**src/rtl/adder5.sv**
```systemverilog
// adder5: registered unsigned adder built from an explicit ripple chain of
// full-adder cells. Result is WIDTH+1 bits wide so the carry-out is never lost.
// One pipeline stage; out_valid tracks in_valid with one cycle of latency.

// Single-bit full adder. Kept as its own cell so the netlist shows the chain.
module adder5_fa (
    input  logic a,
    input  logic b,
    input  logic ci,
    output logic s,
    output logic co
);

    logic p;

    // Propagate term is shared by the sum and the carry.
    always_comb begin
        p  = a ^ b;
        s  = p ^ ci;
        co = (a & b) | (ci & p);
    end

endmodule

module adder5 #(
    parameter int WIDTH = 5
) (
    input  logic             clk,
    input  logic             rst,
    input  logic             in_valid,
    input  logic [WIDTH-1:0] a,
    input  logic [WIDTH-1:0] b,
    input  logic             cin,
    output logic [WIDTH:0]   out,
    output logic             out_valid
);

    logic [WIDTH:0]   c;
    logic [WIDTH-1:0] s;

    assign c[0] = cin;

    // Ripple chain: cell i consumes c[i] and hands c[i+1] to the next cell.
    for (genvar i = 0; i < WIDTH; i++) begin : g_chain
        adder5_fa u_fa (
            .a  (a[i]),
            .b  (b[i]),
            .ci (c[i]),
            .s  (s[i]),
            .co (c[i+1])
        );
    end

    // Output register: capture only qualified operands; idle cycles hold out
    // so don't-care inputs never disturb the last result.
    always_ff @(posedge clk or posedge rst) begin
        if (rst) begin
            out       <= '0;
            out_valid <= 1'b0;
        end else begin
            out_valid <= in_valid;
            if (in_valid) begin
                out <= {c[WIDTH], s};
            end
        end
    end

endmodule

```
**config.mk**
```make
export PLATFORM = sky130hd
export DESIGN_NAME = adder5
export DESIGN_NICKNAME = d
export VERILOG_FILES = /design/src/rtl/adder5.sv
export SDC_FILE = /design/constraint.sdc
export NUM_CORES = 1
export LEC_CHECK = 0
export ABC_AREA = 1
export CAP_MARGIN = 20
export CORE_AREA = 2 2 39 41
export CTS_CLUSTER_SIZE = 16
export DETAILED_ROUTE_END_ITERATION = 16
export DIE_AREA = 0 0 41 43
export HOLD_SLACK_MARGIN = 0.1
export PLACE_DENSITY = 0.74
export SYNTH_ARGS = -nofsm -noshare
export SYNTH_HDL_FRONTEND = slang
export SYNTH_SLANG_ARGS = --single-unit
```
**constraint.sdc**
```tcl
create_clock -name clk -period 0.8 [get_ports clk]
set_clock_uncertainty 0.15 [all_clocks]
set_input_delay 0.16 -clock clk [delete_from_list [all_inputs] [get_ports clk]]
set_output_delay 0.16 -clock clk [all_outputs]
set_load 0.01 [all_outputs]
```
==> reports/results.tsv, run 1 <==
stage	metric	value	unit
clock_network	CTS clk-pin slew, worst paths	50	ps
critical_path	Worst Path Required	840	ps
power_and_ir_drop	Peak VDD IR	0.000839	V
sta	Final Hold Fails	7	
logic_synthesis	Synth Register Bits	7	
logic_synthesis	synth warn	0	
grt	gr usage total	13.7	%
sta	final setup vio count	13	
sta	Worst-Margin Slew	253	ps
place	gpl congestion	0.720	
sta	Peak Freq	0.471	GHz
sta	crit share post-route	265	%
critical_path	CP Launch Type	input pin	
clock_network	TritonCTS Buffers	3	
drt	Antenna Nets Post-Route	0	
power_and_ir_drop	overall power	1.16	mW
flow_run	MaxCap Viol Count	0	
layout	fraction of layout instances using a drive strength above 1	45.9	%
sta	worst setup margin	-1320	ps
logic_synthesis	Post-Synth Simple-Gate Area	17.4	%
critical_path	CP max-delay cell	fa_1	
sta	RSZ-0062 raised after global routing	true	
logic_synthesis	largest family of logic cells by synthesized area	adder cells	
sta	final slew viol count	0	
power_and_ir_drop	Pwr Density	1650	nW/um^2
logic_synthesis	complex-gate fraction of the synthesized area	0	%
sta	Max transition margin	83.1	%
logic_synthesis	Syn Inst Count	42	
clock_network	htree depth	1	
layout	Nets	94	
power_and_ir_drop	LEAKAGE	0.379	nW
grt	GRT overflow	0	
critical_path	crit-path cells	buf_8 > inv_12 > fa_2 > inv_2 > fa_2 > fa_2 > fa_2 > inv_2 > fa_1 > inv_1 > nand2_1 > nand2_1	
drt	drt pass-1 iters	2	
place	# port buffers	20	
drt	DRT iter0 DRCs	1	
floorplanning	# IOs	21	
logic_synthesis	Yosys cell types	5	
logic_synthesis	post-synthesis sequential area ratio	45.2	%
drt	total wire length	892	um
logic_synthesis	mux share of post-synthesis cell area	0	%
critical_path	CP max stage delay	400	ps
layout	most frequent cells in the layout	nand2_1, clkdlybuf4s50_1, dfrtp_1, buf_2, buf_4	
logic_synthesis	Post-Syn Area	388	um^2
floorplanning	initial core utilization	28.0	%
sta	Final min period	2120	ps
outcome	status	finished, violations left	
grt	largest net degree at the start of global routing	8	
critical_path	Crit Path Class	in -> reg	
drt	DRC violations left	0	
drt	via count	350	
grt	initial antenna violation count	0	
floorplanning	Die X	41	um
clock_network	CTS sink cnt	7	
logic_synthesis	Synth Area per Inst	9.24	um^2
grt	vias in the first global route	383	
outcome	failing checks	hold timing, setup timing	
drt	drt via density	3.89	
drt	DR WL/cell	9.91	um
clock_network	clk buf depth	2	
layout	antenna cell count	0	
grt	global-route wire length before repair	1450	um
logic_synthesis	Synth Area in XOR/XNOR	0	%
clock_network	Clock Latency Late Sink	250	ps
layout	commonest non-fill, non-tap cell in the layout	nand2_1	
critical_path	CP most frequent cell	fa_2	
floorplanning	area of the core	1380	um^2
floorplanning	Die Ht	43	um
clock_network	CTS tree	built	
critical_path	Worst Setup End Kind	flip-flop	
logic_synthesis	syn_nets	61	
worst_hold_path	Min-Delay Path Class	in -> async	
place	Detailed Place HPWL	734	um
floorplanning	DIE AREA	1760	um^2
floorplanning	row count	14	
layout	Area Growth Syn to Fin	81.3	%
sta	Fin Setup TNS	-6610	ps
clock_network	Root Buffer	clkbuf_4	
logic_synthesis	post-synthesis adder-cell area fraction	25.8	%
layout	Core Util, Final	50.8	%
critical_path	Crit Path Max Fanout	1	
critical_path	WP data arrival	2160	ps
sta	Hold WS	-14.4	ps
-- critical path: cells and delay by family --
| kind | cells | cell delay (ps) |
|---|---|---|
| adder cells (fa/ha/maj) | 5 | 1600 |
| buffers and inverters | 5 | 310 |
| AND/OR/NAND/NOR | 2 | 90 |
-- area by class of cell --
class,instances,area (um^2)
Fill cell,146,681
Timing Repair Buffer,28,236
Multi-Input combinational cell,23,183
Sequential cell,7,175
Inverter,12,62.6
Clock buffer,4,26.3
Tap cell,16,20.0
-- final timing paths --
path | end | slack (ps) | start | cells after the start
max | out[4] | -1320 | a[0] | 12
min | out_valid | -10 | rst | 2
max reg2reg | out[1] | -180 | out[1] | 4
min reg2reg | out[4] | 340 | out[4] | 2
max in group asynchronous | out[2] | 310 | rst | 2
min in group clk | out[2] | 210 | in_valid | 3
-- kinds of logic (layout without fill, tap and decap cells) --
kind of cell	after synthesis	count (layout)
AND/OR/NAND/NOR	18	18
buffers and inverters	12	44
flip-flops	7	7
adder cells (fa/ha/maj)	5	5
-- metrics by stage --
stage | hold WS [ps] | worst slack (ps) | instances | cell area, um^2
floorplan | -187 | -1400 | 42 | 415
global placement | 254 | -2060 | 83 | 673
detailed placement | 260 | -2100 | 83 | 673
CTS | -7.60 | -1430 | 90 | 694
global route | 18.3 | -1390 | 90 | 703
finish | -14.4 | -1320 | 90 | 703
-- Yosys cell counts, drive strengths merged --
| master | n | share of area [%] |
|---|---|---|
| nand2 | 18 | 17 |
| inv | 12 | 12 |
| dfrtp | 7 | 45 |
| fa | 5 | 26 |
-- timing repair --
item	in CTS	in global routing
endpoints found under the setup margin	14	13
gates resized for setup	50	4
buffers inserted	3	0
hold endpoints to repair	7	7
pin swaps	6	9
-- registers in the layout, indices dropped and copies added (netlist names) --
register and count:
out 6, out_valid 1
-- per-layer routing --
layer / part of all wire, % / up-vias / global-route usage, %
li1: - / 178 / -
met1: 32 / 154 / 11.4
met2: 57 / 14 / 23.1
met3: 8.0 / 4 / 7.85
met4: 2.4 / 0 / 8.00
met5: 0 / - / 0
-- report_power, final --
part / total [mW] / internal (mW) / switching, mW
combinational: 0.403 / 0.227 / 0.176
clock: 0.319 / 0.190 / 0.129
sequential: 0.435 / 0.408 / 0.0273
Power figures use the tool's default switching activity.
==> run 2: changes to the inputs <==
SLEW_MARGIN = 0   (was default)
==> results of run 2 <==
Final layout, timing and power as in run 1 (identical DEF).
